--- config.mk ---
export PLATFORM = sky130hd
export DESIGN_NAME = mac_rx_axis_master_flat
export DESIGN_NICKNAME = d
export VERILOG_FILES = /design/src/rtl/mac_pkg.sv /design/src/rtl/mac_rx_axis_master_if.sv /design/src/rtl/mac_rx_sync_fifo.sv /design/src/rtl/mac_rx_axis_master.sv /design/src/flat_wrapper.sv
export SDC_FILE = /design/constraint.sdc
export NUM_CORES = 1
export LEC_CHECK = 0
export CAP_MARGIN = 5
export CORE_UTILIZATION = 57
export CTS_BUF_LIST = sky130_fd_sc_hd__clkbuf_4 sky130_fd_sc_hd__clkbuf_8
export DETAILED_ROUTE_END_ITERATION = 12
export DONT_BUFFER_PORTS = 1
export MAX_ROUTING_LAYER = met4
export PLACE_DENSITY = 0.8
export SLEW_MARGIN = 20
export SYNTH_ARGS = -nofsm -noshare
export SYNTH_HDL_FRONTEND = slang
export SYNTH_SLANG_ARGS = --single-unit
--- constraint.sdc ---
create_clock -name clk -period 5 [get_ports clk]
set_clock_uncertainty 0.15 [all_clocks]
set_input_delay 0.5 -clock clk [delete_from_list [all_inputs] [get_ports clk]]
set_output_delay 0.5 -clock clk [all_outputs]
set_load 0.02 [all_outputs]
--- src/rtl/mac_pkg.sv ---
// mac_pkg: shared types and constants for the MAC RX AXI-Stream output stage.
package mac_pkg;
  typedef enum logic [1:0] {RX_IDLE, RX_FRAME, RX_DROP} rx_state_e;
  typedef struct packed {
    logic last;
    logic user;
  } rx_flags_t;
  // Terminating beat: zero data, byte 0 only, last with error flag.
  localparam rx_flags_t TERM_FLAGS = '{last: 1'b1, user: 1'b1};
  localparam int TERM_KEEP = 1;
endpackage

--- src/rtl/mac_rx_axis_master_if.sv ---
// mac_rx_axis_master_if: MAC RX word input plus AXI-Stream master output bundle.
interface mac_rx_axis_master_if #(parameter int DATA_WIDTH = 32);
  localparam int KEEP_WIDTH = DATA_WIDTH / 8;
  logic [DATA_WIDTH-1:0] rx_data;
  logic [KEEP_WIDTH-1:0] rx_keep;
  logic rx_valid;
  logic rx_last;
  logic rx_err;
  logic [DATA_WIDTH-1:0] m_axis_tdata;
  logic [KEEP_WIDTH-1:0] m_axis_tkeep;
  logic m_axis_tvalid;
  logic m_axis_tlast;
  logic m_axis_tuser;
  logic m_axis_trdy;
  logic rx_overflow;
  modport master (
    input rx_data, rx_keep, rx_valid, rx_last, rx_err, m_axis_trdy,
    output m_axis_tdata, m_axis_tkeep, m_axis_tvalid, m_axis_tlast, m_axis_tuser, rx_overflow
  );
  modport slave (
    output rx_data, rx_keep, rx_valid, rx_last, rx_err, m_axis_trdy,
    input m_axis_tdata, m_axis_tkeep, m_axis_tvalid, m_axis_tlast, m_axis_tuser, rx_overflow
  );
endinterface

--- src/rtl/mac_rx_sync_fifo.sv ---
// mac_rx_sync_fifo: synchronous first-word-fall-through FIFO with wrap-bit pointers.
module mac_rx_sync_fifo #(
  parameter int WIDTH = 8,
  parameter int DEPTH = 16
) (
  input  logic             clk,
  input  logic             reset,
  input  logic             wr_en,
  input  logic [WIDTH-1:0] wr_data,
  input  logic             rd_en,
  output logic [WIDTH-1:0] rd_data,
  output logic             full,
  output logic             empty
);
  localparam int AW = $clog2(DEPTH);
  logic [WIDTH-1:0] r_mem [DEPTH];
  logic [AW:0] r_wr_ptr, r_rd_ptr;
  logic w_wr, w_rd;
  assign full = (r_wr_ptr[AW] != r_rd_ptr[AW]) && (r_wr_ptr[AW-1:0] == r_rd_ptr[AW-1:0]);
  assign empty = r_wr_ptr == r_rd_ptr;
  assign w_wr = wr_en && !full;
  assign w_rd = rd_en && !empty;
  // Head is forced to zero when empty so outputs read as zero out of reset.
  assign rd_data = empty ? '0 : r_mem[r_rd_ptr[AW-1:0]];
  always_ff @(posedge clk)
    if (w_wr) r_mem[r_wr_ptr[AW-1:0]] <= wr_data;
  always_ff @(posedge clk or posedge reset)
    if (reset) begin
      r_wr_ptr <= '0;
      r_rd_ptr <= '0;
    end else begin
      if (w_wr) r_wr_ptr <= r_wr_ptr + (AW+1)'(1);
      if (w_rd) r_rd_ptr <= r_rd_ptr + (AW+1)'(1);
    end
endmodule

--- src/rtl/mac_rx_axis_master.sv ---
// mac_rx_axis_master: buffers the MAC RX word stream and presents it as AXI-Stream,
// dropping frames on overflow and closing started frames with an error beat.
module mac_rx_axis_master
  import mac_pkg::*;
#(
  parameter int DATA_WIDTH = 32,
  parameter int FIFO_DEPTH = 16
) (
  input logic clk,
  input logic reset,
  mac_rx_axis_master_if.master axis
);
  localparam int KEEP_WIDTH = DATA_WIDTH / 8;
  localparam int EW = DATA_WIDTH + KEEP_WIDTH + $bits(rx_flags_t);
  rx_state_e r_state;
  logic r_term_pending, r_overflow;
  logic w_full, w_empty, w_term, w_drop, w_wr_en;
  rx_flags_t w_rx_flags, w_out_flags;
  logic [EW-1:0] w_wr_data, w_rd_data;
  assign w_term = r_term_pending && !w_full;
  // Any incoming beat this cycle is lost: either the FIFO is full or the terminator owns the write.
  assign w_drop = w_term || w_full;
  assign w_wr_en = w_term || (axis.rx_valid && !w_full && r_state != RX_DROP);
  assign w_rx_flags = '{last: axis.rx_last, user: axis.rx_last && axis.rx_err};
  assign w_wr_data = w_term ? {DATA_WIDTH'(0), KEEP_WIDTH'(TERM_KEEP), TERM_FLAGS}
                            : {axis.rx_data, axis.rx_keep, w_rx_flags};
  mac_rx_sync_fifo #(.WIDTH(EW), .DEPTH(FIFO_DEPTH)) u_fifo (
    .clk(clk),
    .reset(reset),
    .wr_en(w_wr_en),
    .wr_data(w_wr_data),
    .rd_en(axis.m_axis_trdy),
    .rd_data(w_rd_data),
    .full(w_full),
    .empty(w_empty)
  );
  assign {axis.m_axis_tdata, axis.m_axis_tkeep, w_out_flags} = w_rd_data;
  assign axis.m_axis_tlast = w_out_flags.last;
  assign axis.m_axis_tuser = w_out_flags.user;
  assign axis.m_axis_tvalid = !w_empty;
  assign axis.rx_overflow = r_overflow;
  always_ff @(posedge clk or posedge reset)
    if (reset) begin
      r_state <= RX_IDLE;
      r_term_pending <= 1'b0;
      r_overflow <= 1'b0;
    end else begin
      r_overflow <= axis.rx_valid && w_drop && r_state != RX_DROP;
      r_term_pending <= w_term ? 1'b0 : r_term_pending || (axis.rx_valid && w_full && r_state == RX_FRAME);
      if (axis.rx_valid)
        r_state <= axis.rx_last ? RX_IDLE : (w_drop || r_state == RX_DROP) ? RX_DROP : RX_FRAME;
    end
endmodule

--- src/flat_wrapper.sv ---
// flat-port wrapper written by rule: the top's interface ports become plain ports
module mac_rx_axis_master_flat import mac_pkg::*;
#(
  parameter int DATA_WIDTH = 32,
  parameter int FIFO_DEPTH = 16
)
  (clk, reset, axis_rx_data, axis_rx_keep, axis_rx_valid, axis_rx_last, axis_rx_err, axis_m_axis_trdy, axis_m_axis_tdata, axis_m_axis_tkeep, axis_m_axis_tvalid, axis_m_axis_tlast, axis_m_axis_tuser, axis_rx_overflow);
  mac_rx_axis_master_if #(.DATA_WIDTH(DATA_WIDTH)) axis_i ();
  input logic clk;
  input logic reset;
  input wire logic [$bits(axis_i.rx_data)-1:0] axis_rx_data;
  input wire logic [$bits(axis_i.rx_keep)-1:0] axis_rx_keep;
  input wire logic [$bits(axis_i.rx_valid)-1:0] axis_rx_valid;
  input wire logic [$bits(axis_i.rx_last)-1:0] axis_rx_last;
  input wire logic [$bits(axis_i.rx_err)-1:0] axis_rx_err;
  input wire logic [$bits(axis_i.m_axis_trdy)-1:0] axis_m_axis_trdy;
  output wire logic [$bits(axis_i.m_axis_tdata)-1:0] axis_m_axis_tdata;
  output wire logic [$bits(axis_i.m_axis_tkeep)-1:0] axis_m_axis_tkeep;
  output wire logic [$bits(axis_i.m_axis_tvalid)-1:0] axis_m_axis_tvalid;
  output wire logic [$bits(axis_i.m_axis_tlast)-1:0] axis_m_axis_tlast;
  output wire logic [$bits(axis_i.m_axis_tuser)-1:0] axis_m_axis_tuser;
  output wire logic [$bits(axis_i.rx_overflow)-1:0] axis_rx_overflow;
  assign axis_i.rx_data = axis_rx_data;
  assign axis_i.rx_keep = axis_rx_keep;
  assign axis_i.rx_valid = axis_rx_valid;
  assign axis_i.rx_last = axis_rx_last;
  assign axis_i.rx_err = axis_rx_err;
  assign axis_i.m_axis_trdy = axis_m_axis_trdy;
  assign axis_m_axis_tdata = axis_i.m_axis_tdata;
  assign axis_m_axis_tkeep = axis_i.m_axis_tkeep;
  assign axis_m_axis_tvalid = axis_i.m_axis_tvalid;
  assign axis_m_axis_tlast = axis_i.m_axis_tlast;
  assign axis_m_axis_tuser = axis_i.m_axis_tuser;
  assign axis_rx_overflow = axis_i.rx_overflow;
  mac_rx_axis_master #(.DATA_WIDTH(DATA_WIDTH), .FIFO_DEPTH(FIFO_DEPTH)) u_core (.clk(clk), .reset(reset), .axis(axis_i));
endmodule
==> impl_metrics.csv, run 1 <==
group,metric,value,unit
run_status,status,"finished, violations left",
run_status,failed_checks,"design-rule violations",
critical_path,cp.arrival,3.65,ns
clocking,worst_skew_pair.late_latency,0.67,ns
clocking,numClockSinks,622,
logic_synthesis,syn-cell-area,0.02395,mm2
place,dpl-instance-area,0.02470,mm2
floorplanning,die-area,0.04284,mm2
floorplanning,floorplan.io_pins,82,
power,internal_power,10.45,mW
clocking,numCtsBuffers,95,
power,power_leakage,8.459,nW
timing,layout_worst_path_cycle_share,0.8595,
logic_synthesis,yosysWarnings,0,
power,irDropWorstVdd,0.4490,mV
logic_synthesis,synth.top_cells.by_count,"608 x sky130_fd_sc_hd__edfxtp_1, 152 x sky130_fd_sc_hd__mux4_2, 76 x sky130_fd_sc_hd__a22oi_1, 43 x sky130_fd_sc_hd__a21oi_1, 36 x sky130_fd_sc_hd__and2_1",
critical_path,total_buffers_and_inverters_traversed_by_the_critical_path,1,
clocking,cts_tree,"yes",
finish,fraction_of_the_core_area_covered_by_cells_at_the_end_of_the_flow,0.6494,
floorplanning,chipHeight,207.0,um
place,count_of_port_buffers_added_during_placement,0,
logic_synthesis,synth_async_reset_ratio,0.02251,
routing,drc_violation_count_after_routing,4,
grt,grt_util_all_layers,0.2607,
logic_synthesis,mapped_nets,1113,
critical_path,crit_fanout,63,
place,place.detailed.instances,1577,
power,seqPwrFrac,0.436,
power,power_dissipated_by_switching_net_loads,5.105,mW
logic_synthesis,synth_largest_type_area_fraction,0.7623,
routing,route.detailed.vias_per_inst,6.568,
grt,pin_count_of_the_biggest_net_entering_global_routing,97,
logic_synthesis,post_synth_top_area_cell,"sky130_fd_sc_hd__edfxtp_1",
floorplanning,row_count,74,
grt,grt_overflow_total,0,
clocking,cts_resized,0,
critical_path,cp.required,4.35,ns
timing,worstMarginPinSlew,1.023,ns
finish,layout_net_count,1194,
critical_path,crit_family,"flip-flops",
critical_path,crit_chain,"buf_4 -> mux4_2 -> a22oi_1 -> a21oi_1",
timing,setup_tns,0,ns
logic_synthesis,post_synthesis_register_bit_count,622,
logic_synthesis,syn-instance-count,1066,
critical_path,worst_setup_path_end_kind,"primary output",
clocking,clk_root_buffer_cell,"sky130_fd_sc_hd__clkbuf_8",
finish,sequential_cell_area,0.01862,mm2
logic_synthesis,synth-main-ff-cell,"sky130_fd_sc_hd__edfxtp_1",
critical_path,number_of_logic_stages_on_the_critical_path_including_buffering,4,
grt,busiest_layer,"met2",
routing,post_drt_wl_per_cell,29.60,um
power,share_clk_of_total_power,0.272,
timing,fmax,232.7,MHz
finish,layout-drive-gt1-share,0.3086,
grt,global_route_wire_length_before_repair,76710,um
logic_synthesis,synthesis.area_per_instance,22.47,um2
critical_path,timing.setup.critical_path_class,"flip-flop to primary output",
place,hpwlAfterDp,28470,um
finish,fillCellCount,2561,
power,netSwitchingFraction,0.3282,
logic_synthesis,yosys.cell_count.top_type,"sky130_fd_sc_hd__edfxtp_1",
power,p_per_area,582.7,mW/mm2
critical_path,critical-path-max-stage-delay,1.07,ns
routing,route.vias.total,11560,
place,gp_routability_congestion,0.8057,
min_path,timing.hold.worst.class,"input pin to flip-flop",
floorplanning,initial_utilization,0.5826,
logic_synthesis,netlist_top_cells_area,"sky130_fd_sc_hd__edfxtp_1 76%, sky130_fd_sc_hd__mux4_2 14%, sky130_fd_sc_hd__a22oi_1 2.4%, sky130_fd_sc_hd__dfrtp_1 1.5%, sky130_fd_sc_hd__and2_1 0.94%",
timing,finalSetupViolations,0,
logic_synthesis,synth_edf_count,608,
grt,initial_antenna_violation_count,4,
logic_synthesis,yosys.cell_types.count,39,
finish,multi_input_comb_area,0.005065,mm2
power,pwr-share-comb,0.292,
grt,first_global_vias,12130,
timing,slew-limit-headroom,0.3168,
clocking,clkTransAtPathRegs,0.07,ns
critical_path,critPathLaunchType,"flip-flop",
critical_path,r2r_slack,1.32,ns
logic_synthesis,seq_area_frac_synth,0.7769,
run,max_cap_violations,0,
floorplanning,die_w,207.0,um
timing,timing.final.hold_violations,0,
grt,groute.layer.met2.usage,0.4200,
grt,grtUsageMet1,0.3277,
min_path,worstHoldPathCells,3,
routing,drt_iter0_drc,1293,
clocking,ctsLongestPathBuffers,3,
finish,flow.area_growth_from_synthesis,11.46,%
grt,met3_track_utilization_from_global_routing,0.05557,
finish,finalInstanceArea,0.02670,mm2
timing,timing_max_transition_violations_final,0,
finish,final_cells,1760,
clocking,cts_hold_repair.buffers,5,
floorplanning,placeableCoreArea,0.04111,mm2
routing,drt_first_pass_iters,9,
routing,wirelength_routed,52100,um
timing,post-route-min-period,4.298,ns
clocking,cts_setup_buffers,0,
critical_path,reg2regPathDepth,5,
timing,grt_setup_unrepaired,"false",
routing,ant_nets_after_route,0,
critical_path,slowest_stage,"sky130_fd_sc_hd__dfrtp_4",
clocking,cts-htree-levels,3,
==> cells in the final DEF (no fill, tap or decap), types with 3 or more instances in the layout <==
master | Yosys | routed
sky130_fd_sc_hd__clkbuf_4 | 0 | 31
sky130_fd_sc_hd__clkinv_1 | 0 | 20
sky130_fd_sc_hd__xnor2_1 | 11 | 11
sky130_fd_sc_hd__and4_2 | 0 | 3
sky130_fd_sc_hd__ha_1 | 5 | 5
sky130_fd_sc_hd__buf_4 | 2 | 39
sky130_fd_sc_hd__mux4_2 | 152 | 152
sky130_fd_sc_hd__clkbuf_8 | 0 | 98
sky130_fd_sc_hd__clkinvlp_4 | 0 | 3
sky130_fd_sc_hd__dlygate4sd3_1 | 0 | 5
sky130_fd_sc_hd__and2_1 | 36 | 35
sky130_fd_sc_hd__diode_2 | 0 | 3
sky130_fd_sc_hd__and4b_2 | 0 | 4
sky130_fd_sc_hd__dfrtp_1 | 14 | 12
sky130_fd_sc_hd__bufinv_16 | 0 | 4
sky130_fd_sc_hd__inv_1 | 5 | 5
sky130_fd_sc_hd__nor2_1 | 7 | 5
sky130_fd_sc_hd__and3_2 | 0 | 6
sky130_fd_sc_hd__nand2b_1 | 3 | 3
sky130_fd_sc_hd__clkinv_2 | 0 | 12
sky130_fd_sc_hd__a21oi_1 | 43 | 43
sky130_fd_sc_hd__a22oi_1 | 76 | 76
sky130_fd_sc_hd__nand2_1 | 4 | 4
sky130_fd_sc_hd__edfxtp_1 | 608 | 608
==> per-layer routing <==
layer	wire (um)	up-vias	share of wire
li1	-	4717	-
met1	19280	6077	0.37
met2	26690	639	0.51
met3	4560	127	0.088
met4	1580	0	0.030
met5	0	-	0
==> final timing paths <==
check,startpoint,to
setup / recovery,u_core.u_fifo.r_rd_ptr[1],axis_m_axis_tlast
hold / removal,axis_rx_valid,u_core.u_fifo.r_wr_ptr[2]
setup reg to reg,u_core.u_fifo.r_rd_ptr[1],u_core.u_fifo.r_mem[10][24]
hold reg to reg,u_core.u_fifo.r_wr_ptr[4],u_core.u_fifo.r_wr_ptr[4]
max in group asynchronous,reset,u_core.u_fifo.r_rd_ptr[0]
min in group asynchronous,reset,u_core.u_fifo.r_wr_ptr[1]
==> worst reg2reg max path: cells and delay by family, from the launching register on <==
kind            cells  cell delay (ns)
simple gates        2             1.09
buf+inv             1             0.40
xor+xnor            1             0.24
compound gates      1             0.38
flops               1             1.07
==> through the flow <==
| stage | worst slack (ns) | hold slack (ns) | power (mW) |
|---|---|---|---|
| detailed placement | 1.341 | 0.3316 | 11.46 |
| global route | 0.6113 | 0.05774 | 16.15 |
| finish | 0.7024 | 0.07508 | 15.56 |
| floorplan | 1.825 | 0.2392 | 10.20 |
| CTS | 0.6016 | 0.02408 | 15.68 |
| global placement | 1.403 | 0.3416 | 11.34 |
==> registers in the layout (all words and copies together) (netlist names) <==
signal,flops
u_core.u_fifo.r_mem,608
u_core.u_fifo.r_rd_ptr,5
u_core.u_fifo.r_wr_ptr,5
u_core.r_state,2
u_core.axis.rx_overflow,1
u_core.r_term_pending,1
==> cell families after synthesis <==
logic type / synth area share
AOI/OAI and AO/OA: 0.03688
xor gates and xnor gates: 0.005433
adders and majority gates: 0.002612
buffers and inverters: 0.01442
DFF: 0.7769
muxes: 0.1439
and+or+nand+nor: 0.01990
==> power groups by stage <==
stage / combinational (mW) / clock, mW / sequential [mW]
final: 4.54 / 4.22 / 6.79
after detailed placement: 4.57 / 0 / 6.89
after CTS: 4.61 / 4.29 / 6.79
after global placement: 4.49 / 0 / 6.85
after global routing: 4.83 / 4.48 / 6.84
after floorplan: 3.58 / 0 / 6.62
==> final cells by class <==
cell class,count,area share
clock buffer,129,0.05924
antenna,3,0.0002812
timing repair buffer,46,0.01434
multi-input combinational,377,0.1897
clock inverter,46,0.01345
tap,532,0.02493
inverter,5,0.0007030
sequential,622,0.6973
Note: power is estimated with default switching activity, not from simulation.
==> inputs of run 2 (changes only) <==
--- a/config.mk
+++ b/config.mk
@@ -6,12 +6,14 @@
 export NUM_CORES = 1
 export LEC_CHECK = 0
 export CAP_MARGIN = 5
+export CELL_PAD_IN_SITES_DETAIL_PLACEMENT = 1
+export CELL_PAD_IN_SITES_GLOBAL_PLACEMENT = 2
 export CORE_UTILIZATION = 57
 export CTS_BUF_LIST = sky130_fd_sc_hd__clkbuf_4 sky130_fd_sc_hd__clkbuf_8
 export DETAILED_ROUTE_END_ITERATION = 12
 export DONT_BUFFER_PORTS = 1
 export MAX_ROUTING_LAYER = met4
-export PLACE_DENSITY = 0.8
+export PLACE_DENSITY = 0.95
 export SLEW_MARGIN = 20
 export SYNTH_ARGS = -nofsm -noshare
 export SYNTH_HDL_FRONTEND = slang
==> run 2 against run 1 <==
  * The run still ends with design-rule violations left
  * Sequential share of layout area is 0.18 points higher
  * Clock power increased by 3%
  * Non-clock buffer count down 12
  * Utilization fell by 0.17 points
  * Sequential cell count unchanged
  * Fmax is 3.7% higher
  * Wire length rose by 20%
  * Sequential power down 1%
  * Critical endpoint is now axis_m_axis_tkeep[1]
  * Highest routed layer unchanged
==> impl_metrics.csv, run 2 (synthesis results as in run 1) <==
group,metric,value,unit
finish,flip_flop_count_of_the_largest_register_all_copies_and_words_added,608,
finish,final_cells,1758,
clocking,numClockSinks,622,
run,max_cap_violations,0,
critical_path,cp.required,4.35,ns
place,dpl-instance-area,0.02462,mm2
timing,timing_max_transition_violations_final,0,
critical_path,critPathLaunchType,"flip-flop",
floorplanning,row_count,74,
timing,finalSetupViolations,0,
routing,wirelength_routed,62640,um
timing,grt_setup_unrepaired,"false",
routing,drt_iter0_drc,1472,
clocking,clk_root_buffer_cell,"sky130_fd_sc_hd__clkbuf_8",
routing,post_drt_wl_per_cell,35.63,um
min_path,timing.hold.worst.class,"input pin to flip-flop",
finish,fillCellCount,3329,
power,total_power,15.91,mW
finish,flow.area_growth_from_synthesis,11.16,%
routing,route.vias.total,11980,
timing,worstMarginPinSlew,1.059,ns
floorplanning,initial_utilization,0.5826,
place,count_of_port_buffers_added_during_placement,0,
grt,initial_antenna_violation_count,7,
power,power_leakage,8.410,nW
clocking,cts_setup_buffers,0,
clocking,clkTransAtPathRegs,0.06,ns
critical_path,timing.setup.critical_path_class,"flip-flop to primary output",
run_status,failed_checks,"design-rule violations",
place,place.detailed.instances,1565,
run_status,status,"finished, violations left",
critical_path,crit_fanout,21,
power,p_per_area,597.4,mW/mm2
timing,timing.final.hold_violations,0,
place,hpwlAfterDp,30930,um
finish,multi_input_comb_area,0.005065,mm2
grt,grtUsageMet1,0.3980,
grt,met3_track_utilization_from_global_routing,0.07143,
finish,sequential_cell_area,0.01862,mm2
timing,layout_worst_path_cycle_share,0.8292,
grt,first_global_vias,12880,
grt,grt_util_all_layers,0.3124,
clocking,worst_skew_pair.late_latency,0.67,ns
timing,fmax,241.2,MHz
finish,layout-drive-gt1-share,0.3068,
finish,finalInstanceArea,0.02663,mm2
floorplanning,floorplan.io_pins,82,
floorplanning,chipHeight,207.0,um
finish,most-common-layout-cells,"608 x sky130_fd_sc_hd__edfxtp_1, 152 x sky130_fd_sc_hd__mux4_2, 101 x sky130_fd_sc_hd__clkbuf_8",
routing,route.detailed.vias_per_inst,6.816,
clocking,cts_resized,0,
grt,groute.layer.met2.usage,0.4935,
timing,setup_tns,0,ns
critical_path,cp.arrival,3.50,ns
timing,finalHoldWorstSlack,0.07801,ns
clocking,cts-htree-levels,3,
floorplanning,die_w,207.0,um
timing,post-route-min-period,4.146,ns
routing,ant_nets_after_route,0,
clocking,cts_hold_repair.buffers,5,
clocking,ctsLongestPathBuffers,3,
grt,busiest_layer,"met2",
clocking,cts_tree,"yes",
finish,layout_net_count,1185,
grt,grt_overflow_total,0,
grt,global_route_wire_length_before_repair,89350,um
grt,pin_count_of_the_biggest_net_entering_global_routing,156,
clocking,numCtsBuffers,98,
timing,slew-limit-headroom,0.2917,
floorplanning,placeableCoreArea,0.04111,mm2
critical_path,worst_setup_path_end_kind,"primary output",
floorplanning,die-area,0.04284,mm2
place,gp_routability_congestion,0.7773,
finish,most_frequent_standard_cell_in_the_layout_excluding_fill_and_tap_cells,"sky130_fd_sc_hd__edfxtp_1",
routing,drt_first_pass_iters,12,
power,irDropWorstVdd,0.4693,mV
routing,drc_violation_count_after_routing,2,
-- run 2: cell count changes in the layout (fill, tap and decap cells not counted), sizes merged --
cell	delta
clkbuf	+13
buf	-12
clkinv	-4
diode	+4
bufinv	-2
inv	-2
clkinvlp	+1
-- run 2: power by group --
part           total [mW]  internal [mW]  switching, mW
combinational        4.85           1.76           3.10
clock                4.36           2.29           2.07
sequential           6.70           6.41          0.283
total                15.9           10.5           5.44
-- run 2: path summary, 6_finish.rpt --
check                                     startpoint                     endpoint  slack, ns  cells after the start
max                        u_core.u_fifo.r_wr_ptr[2]         axis_m_axis_tkeep[1]       0.85                      5
min                                 axis_m_axis_trdy    u_core.u_fifo.r_rd_ptr[3]       0.08                      3
max reg2reg                u_core.u_fifo.r_wr_ptr[2]  u_core.u_fifo.r_mem[12][26]       1.41                      5
min reg2reg                u_core.u_fifo.r_rd_ptr[4]    u_core.u_fifo.r_rd_ptr[4]       0.44                      1
max in group asynchronous                      reset    u_core.u_fifo.r_rd_ptr[1]       4.06                      2
min in group asynchronous                      reset            u_core.r_state[1]       0.20                      2
-- run 2: final cells by class --
type,count,area share
diodes,7,0.0006579
clock inverters,39,0.009023
repair buffers,34,0.01147
inverters,5,0.0007049
flip-flops and latches,622,0.6992
well taps,532,0.02500
clock buffers,142,0.06377
multi-input cells,377,0.1902
-- run 2: worst max-delay path, stage by stage, from the launching register on --
cell and delay [ns]:
sky130_fd_sc_hd__dfrtp_1 0.57, sky130_fd_sc_hd__xnor2_1 0.42, sky130_fd_sc_hd__nand4_2 0.36, sky130_fd_sc_hd__nor2_4 0.71, sky130_fd_sc_hd__buf_4 0.48, sky130_fd_sc_hd__a21oi_1 0.25
-- run 2: stage by stage --
step	setup WS, ns	util
3_5_place_dp	1.660	0.5989
4_1_cts	0.8678	0.6472
6_report	0.8539	0.6477
5_1_grt	0.7858	0.6476
2_1_floorplan	1.825	-
3_3_place_gp	1.776	0.5989
-- run 2: routing by layer --
metal | share of wire | wire [um]
met5 | 0 | 0
met4 | 0.031 | 1957
met3 | 0.084 | 5291
met2 | 0.51 | 31710
met1 | 0.38 | 23670
